### config.mk
export PLATFORM = sky130hd
export DESIGN_NAME = pll_reset_sequencer
export DESIGN_NICKNAME = d
export VERILOG_FILES = /design/src/rtl/pll_reset_sequencer.sv
export SDC_FILE = /design/constraint.sdc
export NUM_CORES = 1
export LEC_CHECK = 0
export CAP_MARGIN = 25
export CORE_MARGIN = 5
export CORE_UTILIZATION = 56
export DETAILED_ROUTE_END_ITERATION = 6
export PLACE_DENSITY = 0.82
export SLEW_MARGIN = 20
export SYNTH_ARGS = -nofsm -noshare
export SYNTH_HDL_FRONTEND = slang
export SYNTH_SLANG_ARGS = --single-unit
### constraint.sdc
create_clock -name clk -period 1.75 [get_ports clk]
set_input_delay 0.2625 -clock clk [delete_from_list [all_inputs] [get_ports clk]]
set_output_delay 0.2625 -clock clk [all_outputs]
set_load 0.02 [all_outputs]
### src/rtl/pll_reset_sequencer.sv
// PLL lock qualification and system reset sequencer.
// Synchronises pll_locked, qualifies lock, holds reset, then runs a divided clock enable.
module pll_reset_sequencer #(
  parameter int SYNC_STAGES   = 2,
  parameter int STABLE_CYCLES = 1024,
  parameter int HOLD_CYCLES   = 16,
  parameter int CE_DIV        = 16
) (
  input  logic       clk,
  input  logic       resetn,
  input  logic       pll_locked,
  output logic       sys_reset,
  output logic       sys_resetn,
  output logic       ready,
  output logic       ce,
  output logic [7:0] loss_count
);

  // state     | meaning
  // WAIT_LOCK | waiting for synchronised lock
  // STABLE    | counting consecutive lock cycles
  // HOLD      | lock qualified, system reset still held
  // RUN       | reset released, clock enable running
  typedef enum logic [1:0] {WAIT_LOCK, STABLE, HOLD, RUN} state_t;

  localparam int SCW = $clog2(STABLE_CYCLES + 1);
  localparam int HCW = $clog2(HOLD_CYCLES + 1);
  localparam int DCW = $clog2(CE_DIV);
  localparam logic [SCW-1:0] STABLE_LAST = SCW'(STABLE_CYCLES);
  localparam logic [HCW-1:0] HOLD_LAST   = HCW'(HOLD_CYCLES - 1);
  localparam logic [DCW-1:0] DIV_LAST    = DCW'(CE_DIV - 1);
  localparam logic [DCW-1:0] DIV_PRE     = DCW'(CE_DIV - 2);

  state_t                 state;
  logic [SYNC_STAGES-1:0] sync;
  logic                   lk;
  logic [SCW-1:0]         stable_cnt;
  logic [HCW-1:0]         hold_cnt;
  logic [DCW-1:0]         div_cnt;

  always_ff @(posedge clk) begin
    if (!resetn) sync <= '0;
    else         sync <= {sync[SYNC_STAGES-2:0], pll_locked};
  end

  assign lk         = sync[SYNC_STAGES-1];
  assign sys_resetn = ~sys_reset;

  always_ff @(posedge clk) begin
    if (!resetn) begin
      state      <= WAIT_LOCK;
      stable_cnt <= '0;
      hold_cnt   <= '0;
      div_cnt    <= '0;
      loss_count <= '0;
      sys_reset  <= 1'b1;
      ready      <= 1'b0;
      ce         <= 1'b0;
    end else begin
      // Outside RUN the reset is held and any divider phase is dropped.
      sys_reset <= 1'b1;
      ready     <= 1'b0;
      ce        <= 1'b0;
      div_cnt   <= '0;
      case (state)
        WAIT_LOCK: begin
          if (lk) begin
            state      <= STABLE;
            stable_cnt <= SCW'(1);
          end
        end
        STABLE: begin
          if (!lk) begin
            state      <= WAIT_LOCK;
            stable_cnt <= '0;
          end else if (stable_cnt == STABLE_LAST) begin
            state    <= HOLD;
            hold_cnt <= '0;
          end else begin
            stable_cnt <= stable_cnt + 1'b1;
          end
        end
        HOLD: begin
          if (!lk) begin
            state      <= WAIT_LOCK;
            stable_cnt <= '0;
            if (loss_count != 8'hFF) loss_count <= loss_count + 8'd1;
          end else if (hold_cnt == HOLD_LAST) begin
            state     <= RUN;
            sys_reset <= 1'b0;
            ready     <= 1'b1;
          end else begin
            hold_cnt <= hold_cnt + 1'b1;
          end
        end
        RUN: begin
          if (!lk) begin
            state      <= WAIT_LOCK;
            stable_cnt <= '0;
            if (loss_count != 8'hFF) loss_count <= loss_count + 8'd1;
          end else begin
            sys_reset <= 1'b0;
            ready     <= 1'b1;
            ce        <= (div_cnt == DIV_PRE);
            div_cnt   <= (div_cnt == DIV_LAST) ? '0 : div_cnt + 1'b1;
          end
        end
        default: state <= WAIT_LOCK;
      endcase
    end
  end

endmodule

== After elaboration in Yosys (flattened, before gate mapping) ==
Index checks and enable logic that the tools add are counted.

* Register bits: 35
* Word-level logic and storage cells: 69

* Add/subtract/negate cells: 4
* Eq/ne operators: 18
* Mux-type cells: 25
* Bitwise operators: 4
* Reduce and logical (&&, ||, !) cells: 9

{| class="wikitable"
|+ Operator list
! operator !! number
|-
| 2-to-1 mux 11 bit || 4
|-
| case mux 11 bit (3 select lines) || 1
|-
| 2-to-1 mux 5 bit || 4
|-
| inequality test 2 bit, second input constant || 7
|-
| 2-to-1 mux 2 bit || 6
|-
| adder 11 x 1 -> 11 bit, second input constant || 1
|-
| equality test 11 bit, second input constant || 1
|-
| case mux 5 bit (2 select lines) || 1
|-
| inequality test 3 bit, second input constant || 3
|-
| AND reduction 3 bit || 3
|-
| adder 8 x 1 -> 8 bit, second input constant || 1
|-
| equality test 4 bit, second input constant || 2
|-
| inequality test 8 bit, second input constant || 1
|-
| case mux 2 bit (4 select lines) || 1
|-
| 2-to-1 mux 1 bit || 6
|-
| adder 5 x 1 -> 5 bit, second input constant || 1
|-
| equality test 5 x 4 -> 1 bit, second input constant || 1
|-
| AND reduction 5 bit || 1
|-
| adder 4 x 1 -> 4 bit, second input constant || 1
|-
| equality test 2 bit, second input constant || 2
|-
| inverter 1 bit || 4
|-
| case mux 1 bit (2 select lines) || 2
|-
| AND reduction 4 bit || 1
|-
| OR reduction 4 bit || 1
|-
| other kinds (4) || 4
|}

== Longest topological paths before layout ==
Gate-level depths: netlist (run 1).

* Depth in word-level cells: 4
* Gate-level depth with buffers: 7
* Gate-level depth less buffers: 7

== Worst setup path after synthesis (run 1) ==
No wires, ideal clock.

* Path type: register to register
* Start: reg loss_count[0]
* End: reg loss_count[7]
* Setup time: 70 ps
* Arrival: 1576 ps
* Path slack: 103 ps
* Stages on the path, launching flop included: 6
* Path buffers: 1
* Clock period less this slack: 1647 ps
* Cells stage by stage: dfxtp_1 -> ha_1 -> a41o_1 -> buf_6 -> or4_1 -> a21oi_1

* Word-level cells in the longest chain between the ends: 2

{| class="wikitable"
|+ RTL lines
! item !! RTL line !! text
|-
| from (decl) || 16 || <nowiki>output logic [7:0] loss_count</nowiki>
|-
| from (signal assigned) || 87 || <nowiki>if (loss_count != 8'hFF) loss_count <= loss_count + 8'd1;</nowiki>
|-
| from (signal assigned) || 100 || <nowiki>if (loss_count != 8'hFF) loss_count <= loss_count + 8'd1;</nowiki>
|-
| parallel branches: the longest is 2 deep, another holds adder 8 x 1 -> 8 bit || - ||
|}

Parallel ways; which one is timed is not known.
A chain may end at the register's enable or synchronous reset.

== Final worst setup path (run 1) ==
* Start: reg loss_count[4]
* End: out loss_count[4]

No word-level cell between the ends.

==> results.tsv, run 1 <==
metric	value	unit
seqCellArea	704	um2
skew	11.2	ps
num_antenna_cells	0	
crit_chain	clkdlybuf4s50_1	
grt_pass1_wl	5730	um
initialDrtViolationCount	83	
rsz0062_at_grt	yes	
vdd_drop_max	0.674	mV
cp-start-kind	register	
drive_gt1_share	20.1	%
drv_cap	0	
setup_violations	0	
area_growth	22.2	%
dr.pass1.iters	4	
final.period_utilization	98.2	%
synth.distinct_cells	46	
stdcell_count	245	
grtUsageTotal	17.4	%
drc	0	
nets	223	
ys_seq_area_share	41.6	%
dp.cells	234	
die_h	64.8	um
layout_common_cells	dfxtp_1, nand2_1, buf_4	
finalSetupTns	0	ps
die_area	4200	um2
postCtsHoldBufs	0	
path_buf_inv	1	
numPortBuffers	14	
min_path_type	register to register	
avgViaCountPerCell	6.13	
synthArstFlopShare	0	%
cts_root_buffer	clkbuf_4	
wl	3780	um
final_common_cell	dfxtp_1	
clkSlewWorstSetupHoldPaths	120	ps
antenna_found_initial	0	
ys.flop_type	dfxtp_1	
cp_top_family	buffers and inverters	
ant_nets	0	
total_power	1.34	mW
r2r-start	hold_cnt[0]	
hold_viol	0	
crit_path_max_incr_delay	650	ps
grt_pass1_vias	1305	
p_leak	0.735	nW
crit_start	loss_count[4]	
worstPathRequired	1490	ps
multi_input_area	946	um2
synthCells	185	
max_freq	582	MHz
core_area	2830	um2
synth_area	1680	um2
cpMaxStageDelayCell	clkdlybuf4s50_1	
final-max-slew-violation-count	0	
globalplace.congestion	0.893	
slew_headroom	68.4	%
start_util	59.5	%
synth_warnings	0	
tightest_slew	473	ps
cts_sinks	35	
cp_max_fo	6	
cp-end-kind	output port	
power.density	653	nW/um2
worstSetupPathType	register to output port	
syn_area_per_cell	9.10	um2
route.vias.total	1501	
worstHoldStart	sync[0]	
h-tree-depth	2	
arrival	1460	ps
final_util	72.7	%
dp_hpwl	2550	um
grt_overflow	0	
num-fill-cells	195	
grt_max_degree	13	
num_rows	19	
clockBufferDepth	2	
syn_nets	195	
synth_edf_count	0	
insertion_delay	350	ps
cts_tree	done	
min_period	1720	ps
routedWlPerCell	15.4	um
cts_made_buffers	5	
pin_count	15	
dieWidth	64.8	um
synth-seq-cells	35	
status	completed	
[layer usage]
layer / wire (um) / global-route usage (%) / vias to the layer above
met2: 1920 / 29.8 / 37
met1: 1640 / 20.0 / 715
met3: 175 / 6.22 / 5
li1: - / - / 744
met5: 0 / 0 / -
met4: 48 / 6.07 / 0
[power by group]
part | switching [mW] | total [mW] | internal, mW | leakage (nW)
sequential | 0.00373 | 0.804 | 0.800 | 0.284
clock | 0.288 | 0.485 | 0.198 | 0.0345
combinational | 0.0300 | 0.0531 | 0.0231 | 0.417
[cells in the mapped netlist, types with 4 or more instances]
cell type / instances / area, um2
nor2_1: 9 / 33.8
o31ai_1: 4 / 30.0
inv_1: 12 / 45.0
mux2i_1: 4 / 40.0
nand3_1: 7 / 35.0
ha_1: 7 / 87.6
nand4_1: 6 / 37.5
or4_1: 5 / 37.5
or3_1: 5 / 31.3
a21oi_1: 15 / 75.1
o21ai_0: 9 / 45.0
and3_1: 4 / 25.0
dfxtp_1: 35 / 701
nand2_1: 15 / 56.3
[path summary, 6_finish.rpt]
kind                   endpoint  slack, ps  depth (start not counted)
setup / recovery  loss_count[4]         30                          1
setup reg to reg    hold_cnt[3]         30                          7
hold / removal          sync[1]        450                          1
hold reg to reg         sync[1]        450                          1
[registers in the layout (all words and copies together) (netlist names)]
name and flops:
hold_cnt 5, ce 1, ready 1, loss_count 8, state 2, sys_reset 1, sync 2, div_cnt 4
stable_cnt 11
[final cells by class]
cell class,count,share of cell area (%)
Inverter,12,2.19
Sequential cell,35,34.2
Clock inverter,2,0.791
Tap cell,31,1.89
Multi-Input combinational cell,130,46.0
Timing Repair Buffer,29,12.4
Clock buffer,6,2.49
[metrics by stage]
stage                     hold WS [ps]  cell area, um2  worst slack [ps]
after floorplan                    390            1680               103
after global placement             421            1890              52.9
after detailed placement           426            1890             -59.9
after CTS                          453            1970              10.5
after global routing               460            2060             -18.2
final                              451            2060              30.9
[repair_timing]
item / in CTS / in global routing
gates resized for setup: 2 / 16
setup endpoints to repair: 2 / 10
buffers inserted: 1 / 2
gates cloned: 0 / 0
pin swaps: 0 / 3
[cells by family (layout without fill, tap and decap cells)]
group,after synthesis,in the layout,share of synthesized area [%]
multiplexers,4,4,2.38
XOR/XNOR,5,5,2.60
flip-flops,35,35,41.6
adder cells (fa/ha/maj),7,7,5.20
AO/OA/AOI/OAI,46,46,18.2
buffers and inverters,20,49,6.32
AND/OR/NAND/NOR,68,68,23.6
No activity file was read; power rests on OpenSTA's default activity.
==> run 2: changes to the inputs <==
--- a/config.mk
+++ b/config.mk
@@ -7,9 +7,9 @@
 export LEC_CHECK = 0
 export CAP_MARGIN = 25
 export CORE_MARGIN = 5
-export CORE_UTILIZATION = 56
+export CORE_UTILIZATION = 45
 export DETAILED_ROUTE_END_ITERATION = 6
-export PLACE_DENSITY = 0.82
+export PLACE_DENSITY = 0.69
 export SLEW_MARGIN = 20
 export SYNTH_ARGS = -nofsm -noshare
 export SYNTH_HDL_FRONTEND = slang
==> run 2 against run 1 <==
  * Sequential cell count unchanged
  * Highest routed layer unchanged
  * Via count fell by 2.9%
  * Clock power up 14%
  * Largest cell class unchanged
  * Clock-buffer cell count up 1
  * Combinational power decreased by 3%
==> results.tsv, run 2 (synthesis gave the netlist of run 1 again) <==
metric	value	unit
h-tree-depth	2	
worstSetupPathType	register to register	
dieWidth	71.2	um
multi_input_area	926	um2
numPortBuffers	14	
dp.cells	252	
grt_pass1_vias	1381	
num-fill-cells	325	
wl	3570	um
min_path_type	register to register	
cts_sinks	35	
finalSetupTns	0	ps
rsz0062_at_grt	no	
antenna_found_initial	0	
initialDrtViolationCount	64	
slew_headroom	66.0	%
grtUsageTotal	14.8	%
final.period_utilization	96.5	%
largest_register	stable_cnt	
core_area	3630	um2
seqCellArea	703	um2
area_growth	22.9	%
total_power	1.41	mW
reg_top3	stable_cnt: 11 flops, loss_count: 8 flops, hold_cnt: 5 flops	
routedWlPerCell	13.6	um
dr.pass1.iters	4	
final-max-slew-violation-count	0	
final_util	56.9	%
drv_cap	0	
num_antenna_cells	0	
cts_tree	done	
grt_overflow	0	
avgViaCountPerCell	5.56	
cp-end-kind	register	
skew	7.38	ps
final_common_cell	dfxtp_1	
dp_hpwl	2500	um
tightest_slew	498	ps
clockBufferDepth	2	
route.vias.total	1458	
start_util	46.3	%
largest_reg_flops	11	
hold_viol	0	
cts_made_buffers	5	
grt_pass1_wl	6030	um
drive_gt1_share	16.4	%
clkSlewWorstSetupHoldPaths	70	ps
max_freq	592	MHz
setup_violations	0	
nets	223	
drc	0	
arrival	1890	ps
min_period	1690	ps
cp-start-kind	register	
power.density	682	nW/um2
num_rows	22	
stdcell_count	262	
cp_max_fo	5	
p_leak	0.729	nW
globalplace.congestion	0.864	
cts_root_buffer	clkbuf_8	
pin_count	15	
vdd_drop_max	0.566	mV
ant_nets	0	
finalWorstSetupSlack	60.5	ps
status	completed	
die_h	71.2	um
grt_max_degree	15	
place_ws	-89.8	ps
insertion_delay	280	ps
worstPathRequired	1950	ps
die_area	5060	um2
layout_common_cells	dfxtp_1, nand2_1, a21oi_1, buf_4, clkdlybuf4s50_1	
==> run 2: cell count changes in the layout (fill, tap and decap cells not counted), sizes merged <==
| cell | change |
|---|---|
| dlymetal6s2s | -1 |
| clkdlybuf4s50 | +1 |
| clkbuf | +1 |
| clkinvlp | -1 |
==> run 2: power by group <==
group	switching, mW	total, mW	leakage, nW	internal (mW)
Clock	0.276	0.555	0.0422	0.279
Combinational	0.0301	0.0517	0.403	0.0217
Sequential	0.00423	0.804	0.283	0.800
Total	0.310	1.41	0.729	1.10
==> run 2: layout make-up <==
| class | instances | share of cell area (%) |
|---|---|---|
| sequential | 35 | 34.0 |
| timing repair buffer | 29 | 12.2 |
| multi-input combinational | 130 | 44.8 |
| clock buffer | 7 | 3.69 |
| tap | 48 | 2.90 |
| clock inverter | 1 | 0.242 |
| inverter | 12 | 2.18 |
==> run 2: layer usage <==
| metal | track usage [%] | vias up | share of wire [%] |
|---|---|---|---|
| met3 | 4.83 | 7 | 4.1 |
| li1 | - | 740 | - |
| met1 | 17.6 | 685 | 45 |
| met2 | 24.1 | 26 | 49 |
| met5 | 0 | - | 0 |
| met4 | 6.47 | 0 | 2.1 |
==> run 2: what timing repair did <==
| item | CTS | global route |
|---|---|---|
| pin swaps | 1 | 1 |
| hold endpoints to repair | 0 | 0 |
| gates resized for setup | 5 | 5 |
| setup buffers | 2 | 0 |
| hold buffers | 0 | 0 |
| setup endpoints to repair | 2 | 5 |
| cloned | 0 | 0 |
==> run 2: path summary, 6_finish.rpt <==
path               startpoint          end  slack, ps  depth (start not counted)
setup reg to reg  hold_cnt[0]  hold_cnt[3]         60                          7
setup / recovery  hold_cnt[0]  hold_cnt[3]         60                          7
hold reg to reg       sync[0]      sync[1]        450                          1
hold / removal        sync[0]      sync[1]        450                          1
==> run 2: through the flow <==
| stage | hold slack, ps | area, um2 |
|---|---|---|
| final | 453 | 2070 |
| after floorplan | 390 | 1680 |
| after detailed placement | 445 | 1920 |
| after CTS | 461 | 2030 |
| after global placement | 416 | 1920 |
| after global routing | 480 | 2070 |
==> run 2: critical path, stage by stage (launching register included) <==
cell      delay (ps)
dfxtp_2          360
ha_4             140
and3_1           150
ha_1             160
inv_1             60
and3_4           190
a41o_4           270
a311oi_2         270
